**src/rtl/jtdd_prog_pack.sv**
```systemverilog
// -----------------------------------------------------------------------------
// jtdd_prog_pack
//
// Packs the byte stream from the ioctl ROM loader into 16-bit SDRAM program
// words, queues them in a small FIFO with a write/acknowledge handshake toward
// the SDRAM controller, and steers bytes that fall in the PROM area to a set
// of on-chip PROMs as one-hot write strobes.
//
// Parameters
//   AW         ioctl byte-address width
//   SDW        SDRAM word-address width
//   SD_OFFSET  SDRAM word offset added to every packed word address
//   PROM_START first byte address of the PROM area
//   PROM_AW    address width of each PROM (2^PROM_AW bytes per PROM)
//   PROM_COUNT number of PROMs (1..8)
//   FIFO_AW    FIFO depth is 2^FIFO_AW entries
//
// Ports
//   clk          system clock (single clock domain)
//   rst_n        asynchronous active-low reset
//   downloading  high while the loader is active
//   ioctl_addr   loader byte address
//   ioctl_data   loader byte data
//   ioctl_wr     one-cycle byte strobe
//   ioctl_wait   asks the loader to hold off (FIFO nearly full)
//   prog_addr    SDRAM word address of the FIFO head
//   prog_data    SDRAM write data of the FIFO head
//   prog_mask    active-low byte mask of the FIFO head, bit0 = even byte
//   prog_we      write request, high while the FIFO is non-empty
//   prog_rdy     SDRAM acknowledge
//   prom_we      one-hot PROM write strobe, one cycle per byte
//   prom_addr    PROM byte address
//   prom_data    PROM byte data
//   dwnld_done   one-cycle pulse once the download has fully drained
//   overflow     sticky flag: an entry was dropped because the FIFO was full
// -----------------------------------------------------------------------------
module jtdd_prog_pack #(
    parameter int             AW         = 22,
    parameter int             SDW        = 22,
    parameter logic [SDW-1:0] SD_OFFSET  = '0,
    parameter logic [AW-1:0]  PROM_START = 22'h124000,
    parameter int             PROM_AW    = 8,
    parameter int             PROM_COUNT = 4,
    parameter int             FIFO_AW    = 2
) (
    input  logic                  clk,
    input  logic                  rst_n,
    input  logic                  downloading,
    input  logic [AW-1:0]         ioctl_addr,
    input  logic [7:0]            ioctl_data,
    input  logic                  ioctl_wr,
    output logic                  ioctl_wait,
    output logic [SDW-1:0]        prog_addr,
    output logic [15:0]           prog_data,
    output logic [1:0]            prog_mask,
    output logic                  prog_we,
    input  logic                  prog_rdy,
    output logic [PROM_COUNT-1:0] prom_we,
    output logic [PROM_AW-1:0]    prom_addr,
    output logic [7:0]            prom_data,
    output logic                  dwnld_done,
    output logic                  overflow
);

    localparam int DEPTH = 1 << FIFO_AW;
    localparam int PW    = FIFO_AW + 1;
    localparam logic [PW:0] DEPTH_W = (PW+1)'(DEPTH);
    localparam logic [PW:0] WAIT_W  = (PW+1)'(DEPTH - 2);

    typedef struct packed {
        logic [SDW-1:0] addr;
        logic [15:0]    data;
        logic [1:0]     mask;
    } entry_t;

    typedef enum logic [1:0] {
        S_IDLE  = 2'd0,
        S_LOAD  = 2'd1,
        S_DRAIN = 2'd2,
        S_DONE  = 2'd3
    } state_t;

    function automatic entry_t mk_entry(input logic [AW-2:0] wa,
                                        input logic [15:0]   d,
                                        input logic [1:0]    m);
        entry_t e;
        e.addr = SD_OFFSET + SDW'(wa);
        e.data = d;
        e.mask = m;
        return e;
    endfunction

    // ------------------------------------------------------------------
    // Registered state
    // ------------------------------------------------------------------
    state_t          state;
    logic            dl_q;
    logic [PW-1:0]   wp;
    logic [PW-1:0]   rp;
    entry_t          mem [DEPTH];
    logic            pend_vld;
    logic [AW-2:0]   pend_waddr;
    logic [7:0]      pend_data;

    // ------------------------------------------------------------------
    // FIFO status
    // ------------------------------------------------------------------
    logic [PW-1:0] count;
    logic          fifo_empty;
    logic          pop;
    logic [PW:0]   space;
    entry_t        head;
    logic [PW-1:0] wp_p1;

    // Pointers are one bit wider than the slot index, so wp - rp is the
    // occupancy 0..DEPTH without ambiguity between empty and full.
    assign count      = wp - rp;
    assign fifo_empty = (count == '0);
    assign wp_p1      = wp + PW'(1);
    assign head       = mem[rp[FIFO_AW-1:0]];

    // Handshake: an entry is offered on prog_addr/prog_data/prog_mask while
    // prog_we is high and is held stable until a cycle where prog_rdy is
    // sampled high together with prog_we; that cycle consumes the entry.
    // prog_rdy while prog_we is low has no effect.
    assign pop       = !fifo_empty && prog_rdy;
    assign prog_we   = !fifo_empty;
    assign prog_addr = fifo_empty ? '0     : head.addr;
    assign prog_data = fifo_empty ? '0     : head.data;
    assign prog_mask = fifo_empty ? 2'b11  : head.mask;

    // A slot freed by this cycle's pop may be reused by this cycle's push.
    assign space = DEPTH_W - {1'b0, count} + {{PW{1'b0}}, pop};

    // Two free slots are kept so one more byte (worst case two pushes) fits.
    assign ioctl_wait = ({1'b0, count} >= WAIT_W);

    // ------------------------------------------------------------------
    // Input decode
    // ------------------------------------------------------------------
    logic                  rise;
    logic                  fall;
    logic                  wr_act;
    logic                  in_sd;
    logic [AW-2:0]         waddr;
    logic [AW-1:0]         prom_off;
    logic [AW-1:0]         prom_idx;
    logic                  prom_hit;
    logic [PROM_COUNT-1:0] prom_onehot;

    assign rise   = downloading && !dl_q;
    assign fall   = !downloading && dl_q;
    // The falling-edge cycle still accepts a byte so it is packed before
    // the end-of-download flush.
    assign wr_act = ioctl_wr && (downloading || dl_q);
    assign in_sd  = (ioctl_addr < PROM_START);
    assign waddr  = ioctl_addr[AW-1:1];

    assign prom_off    = ioctl_addr - PROM_START;
    assign prom_idx    = prom_off >> PROM_AW;
    assign prom_hit    = wr_act && !in_sd && (prom_idx < AW'(PROM_COUNT));
    assign prom_onehot = PROM_COUNT'(1) << prom_idx;

    // ------------------------------------------------------------------
    // Packer: at most three candidate pushes in a fixed order
    //   pre  : the old pending byte flushed ahead of the new byte
    //   main : the odd byte (full word or lone odd byte)
    //   post : end-of-download flush of whatever is still pending
    // At most two of them can happen in one cycle.
    // ------------------------------------------------------------------
    logic          pre_vld;
    logic          main_vld;
    logic          post_vld;
    entry_t        pre_ent;
    entry_t        main_ent;
    entry_t        post_ent;
    logic          np_vld;
    logic [AW-2:0] np_waddr;
    logic [7:0]    np_data;
    entry_t        ent0;
    entry_t        ent1;
    logic [1:0]    n_push;
    logic          acc0;
    logic          acc1;
    logic          drop;

    always_comb begin
        pre_vld  = 1'b0;
        main_vld = 1'b0;
        post_vld = 1'b0;
        pre_ent  = mk_entry(pend_waddr, {8'h00, pend_data}, 2'b10);
        main_ent = mk_entry(waddr, {ioctl_data, 8'h00}, 2'b01);
        np_vld   = pend_vld;
        np_waddr = pend_waddr;
        np_data  = pend_data;

        if (wr_act) begin
            if (in_sd) begin
                if (!ioctl_addr[0]) begin
                    pre_vld  = pend_vld;
                    np_vld   = 1'b1;
                    np_waddr = waddr;
                    np_data  = ioctl_data;
                end else if (pend_vld && (pend_waddr == waddr)) begin
                    main_vld = 1'b1;
                    main_ent = mk_entry(waddr, {ioctl_data, pend_data}, 2'b00);
                    np_vld   = 1'b0;
                end else begin
                    pre_vld  = pend_vld;
                    main_vld = 1'b1;
                    np_vld   = 1'b0;
                end
            end else begin
                // Any PROM-area byte closes the current SDRAM word.
                pre_vld = pend_vld;
                np_vld  = 1'b0;
            end
        end

        post_ent = mk_entry(np_waddr, {8'h00, np_data}, 2'b10);
        if (fall && np_vld) begin
            post_vld = 1'b1;
            np_vld   = 1'b0;
        end

        // Compact the candidates into the two FIFO write ports.
        ent0   = pre_vld ? pre_ent : (main_vld ? main_ent : post_ent);
        ent1   = (pre_vld && main_vld) ? main_ent : post_ent;
        n_push = 2'(pre_vld) + 2'(main_vld) + 2'(post_vld);

        acc0 = (n_push != 2'd0) && (space != '0);
        acc1 = (n_push == 2'd2) && (space >= (PW+1)'(2));
        drop = ((n_push != 2'd0) && !acc0) || ((n_push == 2'd2) && !acc1);
    end

    // FIFO storage needs no reset: the pointers define what is valid.
    always_ff @(posedge clk) begin
        if (acc0) mem[wp[FIFO_AW-1:0]]    <= ent0;
        if (acc1) mem[wp_p1[FIFO_AW-1:0]] <= ent1;
    end

    // ------------------------------------------------------------------
    // Pointers, pending byte, overflow, PROM strobes
    // ------------------------------------------------------------------
    always_ff @(posedge clk or negedge rst_n) begin
        if (!rst_n) begin
            dl_q       <= 1'b0;
            wp         <= '0;
            rp         <= '0;
            pend_vld   <= 1'b0;
            pend_waddr <= '0;
            pend_data  <= '0;
            overflow   <= 1'b0;
            prom_we    <= '0;
            prom_addr  <= '0;
            prom_data  <= '0;
        end else begin
            dl_q       <= downloading;
            wp         <= wp + PW'(acc0) + PW'(acc1);
            rp         <= rp + PW'(pop);
            pend_vld   <= np_vld;
            pend_waddr <= np_waddr;
            pend_data  <= np_data;

            // A new download clears the flag; a drop in the same cycle wins.
            if (rise) overflow <= 1'b0;
            if (drop) overflow <= 1'b1;

            prom_we <= '0;
            if (prom_hit) begin
                prom_we   <= prom_onehot;
                prom_addr <= prom_off[PROM_AW-1:0];
                prom_data <= ioctl_data;
            end
        end
    end

    // ------------------------------------------------------------------
    // Download sequencing
    // DRAIN checks the registered occupancy, so dwnld_done appears at least
    // one cycle after the last entry was consumed.
    // ------------------------------------------------------------------
    always_ff @(posedge clk or negedge rst_n) begin
        if (!rst_n) begin
            state      <= S_IDLE;
            dwnld_done <= 1'b0;
        end else begin
            dwnld_done <= 1'b0;
            case (state)
                S_IDLE: begin
                    if (rise) state <= S_LOAD;
                end
                S_LOAD: begin
                    if (fall) state <= S_DRAIN;
                end
                S_DRAIN: begin
                    if (rise) begin
                        state <= S_LOAD;
                    end else if (fifo_empty) begin
                        state      <= S_DONE;
                        dwnld_done <= 1'b1;
                    end
                end
                S_DONE: begin
                    state <= rise ? S_LOAD : S_IDLE;
                end
                default: state <= S_IDLE;
            endcase
        end
    end

endmodule

```
**config.mk**
```make
export PLATFORM = sky130hd
export DESIGN_NAME = jtdd_prog_pack
export DESIGN_NICKNAME = d
export VERILOG_FILES = /design/src/rtl/jtdd_prog_pack.sv
export SDC_FILE = /design/constraint.sdc
export NUM_CORES = 1
export LEC_CHECK = 0
export CORE_MARGIN = 10
export CORE_UTILIZATION = 60
export CTS_BUF_LIST = sky130_fd_sc_hd__clkbuf_4 sky130_fd_sc_hd__clkbuf_8
export CTS_CLUSTER_DIAMETER = 150
export DETAILED_ROUTE_END_ITERATION = 8
export GPL_TIMING_DRIVEN = 0
export HOLD_SLACK_MARGIN = 0.03
export PLACE_DENSITY = 0.83
export SYNTH_ARGS = -nofsm -noshare
export SYNTH_HDL_FRONTEND = slang
export SYNTH_SLANG_ARGS = --single-unit
```
**constraint.sdc**
```tcl
create_clock -name clk -period 14.7 [get_ports clk]
set_input_delay 4.41 -clock clk [delete_from_list [all_inputs] [get_ports clk]]
set_output_delay 4.41 -clock clk [all_outputs]
set_load 0.02 [all_outputs]
```
==> results.yml <==
route:
  drc_errors: 0
  drt_iter0_drc: 635
  routedWlPerCell_um: 22.9
  antenna_left: 0
  drt-total-wl_um: 26100
  drtPass1Iterations: 5
  via_per_inst: 6.03
  num_vias: 6852
setup_path:
  reg2reg_slack_ns: 9.09
  criticalPathCategory: "in -> reg"
  cp.required_ns: 14.91
  arrival_ns: 9.36
  cp-end-kind: "register"
  cp-start-kind: "input pin"
  crit_path_max_fanout: 27
cells_and_area:
  fillers: 1068
  areaGrowthSynthToFinish_pct: 19.4
  layout.nets: 932
  drive_gt1_share_pct: 25.9
  n_antenna_cell: 0
  layout_commonest_cell: "edfxtp_1"
  layout_common_cells: "edfxtp_1 (156), clkdlybuf4s50_1 (89), and2_1 (70), nand2_1 (67), dfrtp_1 (61)"
power:
  p_comb_share_pct: 43.6
  switching_share_pct: 34.1
  p_switching_uw: 806
  intPower_uw: 1560
  ir_worst_vdd_mv: 0.178
  leakage_uw: 0.00488
  p_per_area_nw_per_um2: 183
  clockPowerShare_pct: 22.3
  p_seq_share_pct: 34.1
sta:
  fmax_mhz: 109
  hold_violations: 0
  finalCriticalPeriod_ns: 9.15
  rsz0062_at_grt: "no"
  min_period_over_period_pct: 62.3
  finalWorstSetupSlack_ns: 5.55
  tightest_slew_ns: 1.15
  maxSlewHeadroom_pct: 22.8
  tns_ns: 0
  finalSetupViolCount: 0
  skew_ns: 0.0183
  slew_viol_final: 0
floorplan:
  die_area_um2: 23800
  ioPinCount: 99
  start_util_pct: 61.8
  fp.dieW_um: 154
  core.rowCount: 48
  core_um2: 17500
  die_h_um: 154
yosys:
  ys_types: 58
  syn_area_um2: 10800
  ys.flop_type: "edfxtp_1"
  syn_avg_cell_area_um2: 14.5
  synthCells: 746
  synth-edff-count: 156
  async_flop_share_pct: 28.1
  synth-seq-cells: 217
  ys_warn_count: 0
  synth.yosys.seq_area_share_pct: 57.5
  syn_nets: 792
global_route:
  grt_use_met3_pct: 6.25
  grt_usage_pct: 21.9
  top_usage_layer: "met2"
  antenna_found_initial: 0
  grt_pass1_vias: 7326
  grt_max_degree: 62
  use_met1_pct: 26.0
  overflow: 0
  met2_usage_pct: 37.5
  grt_pass1_wl_um: 40900
clocking:
  insertion_delay_ns: 0.52
  cts_tree: "done"
  cts_setup_buffers: 0
  clockRootBuffer: "clkbuf_8"
  cts.clk_slew.worst_paths_ns: 0.06
  htree_levels: 2
  clock-sinks: 217
  clockBufferDepth: 3
  post_cts_resize_count: 0
  ctsHoldBuffers: 0
  cts_inserted_buffers: 35
place:
  numPortBuffers: 90
  pre_cts_slack_ns: 5.11
  dp_hpwl_um: 18100
  place_congestion: 0.850
outcome:
  status: "completed"
job:
  max_cap_violations: 0
hold_path:
  worstHoldPathType: "reg -> reg"
[sequential cells by signal, summed over array words and instances, names as in the netlist]
register    flops
mem           156
pend_waddr     21
pend_data       8
prom_addr       8
prom_data       8
prom_we         4
rp              3
wp              3
state           2
dl_q            1
dwnld_done      1
overflow        1
pend_vld        1
[cell usage after synthesis, types with 4 or more instances]
cell,instances,area share [%]
xnor2_1,17,1.4
mux2_4,39,5.4
mux4_2,39,8.1
buf_1,4,0.14
ha_1,8,0.93
mux2i_1,10,0.93
and2_1,70,4.1
nor3_1,9,0.42
xor2_1,7,0.57
dfrtp_1,61,14
mux2_1,26,2.7
o22ai_1,32,1.9
nand2_1,67,2.3
inv_1,29,1.0
o21ai_0,12,0.56
o21ai_2,9,0.73
buf_6,6,0.63
nand4_1,5,0.29
nand2b_1,5,0.29
maj3_2,4,0.42
mux2_2,35,3.7
edfxtp_1,156,43
clkbuf_1,17,0.59
buf_2,11,0.51
nor2_1,12,0.42
nand3_1,6,0.28
[layer usage]
| layer | vias to the layer above | wire length, um |
|---|---|---|
| met1 | 3457 | 9850 |
| met3 | 52 | 2190 |
| met2 | 285 | 13500 |
| met5 | - | 0 |
| li1 | 3058 | - |
| met4 | 0 | 570 |
[final cells by class]
| cell class | instances | area, um2 | share of cell area [%] |
|---|---|---|---|
| Tap cell | 225 | 282 | 2.18 |
| Timing Repair Buffer | 103 | 1070 | 8.33 |
| Inverter | 30 | 113 | 0.873 |
| Clock inverter | 7 | 27.5 | 0.213 |
| Sequential cell | 217 | 6210 | 48.2 |
| Clock buffer | 56 | 689 | 5.35 |
| Multi-Input combinational cell | 456 | 4240 | 32.9 |
| Buffer | 43 | 254 | 1.97 |
[path summary, 6_finish.rpt]
kind	start	to	cells past startpoint
setup / recovery	ioctl_addr[14]	mem[0][23]$_DFFE_PP_	18
hold / removal	prom_data[5]$_DFFE_PN0P_	prom_data[5]$_DFFE_PN0P_	2
setup reg to reg	wp[0]$_DFF_PN0_	mem[0][23]$_DFFE_PP_	20
hold reg to reg	prom_data[5]$_DFFE_PN0P_	prom_data[5]$_DFFE_PN0P_	2
max in group asynchronous	rst_n	pend_waddr[16]$_DFF_PN0_	1
min in group asynchronous	rst_n	pend_waddr[9]$_DFF_PN0_	1
[power groups by stage]
| stage | registers, uW | logic [uW] | clock network, uW |
|---|---|---|---|
| after floorplan | 807 | 625 | 0 |
| after global placement | 816 | 1000 | 0 |
| after detailed placement | 817 | 1040 | 0 |
| after CTS | 805 | 1040 | 534 |
| after global routing | 815 | 1110 | 558 |
| final | 806 | 1030 | 527 |
[critical path, stage by stage]
cell             delay, ns
clkdlybuf4s50_1       0.42
clkbuf_1              0.22
inv_1                 0.10
ha_1                  0.18
nand2b_1              0.09
a31o_1                0.29
or3_1                 0.36
nor2_2                0.25
buf_2                 0.35
a21oi_1               0.10
nand3b_1              0.20
fa_1                  0.57
and3_1                0.17
buf_4                 0.16
and3_4                0.24
clkbuf_1              0.46
a21o_2                0.46
buf_12                0.28
[logic make-up (layout without fill, tap and decap cells)]
family | count (synthesis) | after routing | synth area share [%]
flops | 217 | 217 | 57.5
simple gates | 193 | 193 | 9.56
mux | 149 | 149 | 20.8
buf+inv | 73 | 239 | 3.40
compound gates | 72 | 72 | 4.48
xor+xnor | 25 | 25 | 2.16
fa+ha+maj | 16 | 16 | 1.99
other cells | 1 | 1 | 0.0347
[through the flow]
step,hold slack (ns),area [um2],total power [uW],util [%],std cells
floorplan,0.443,10800,1430,-,746
global placement,0.449,12000,1820,68.5,1061
detailed placement,0.459,12200,1850,69.7,1074
CTS,0.472,12900,2380,73.8,1137
global route,0.498,12900,2480,73.8,1137
finish,0.468,12900,2360,73.8,1137
No activity file was read; power rests on OpenSTA's default activity.
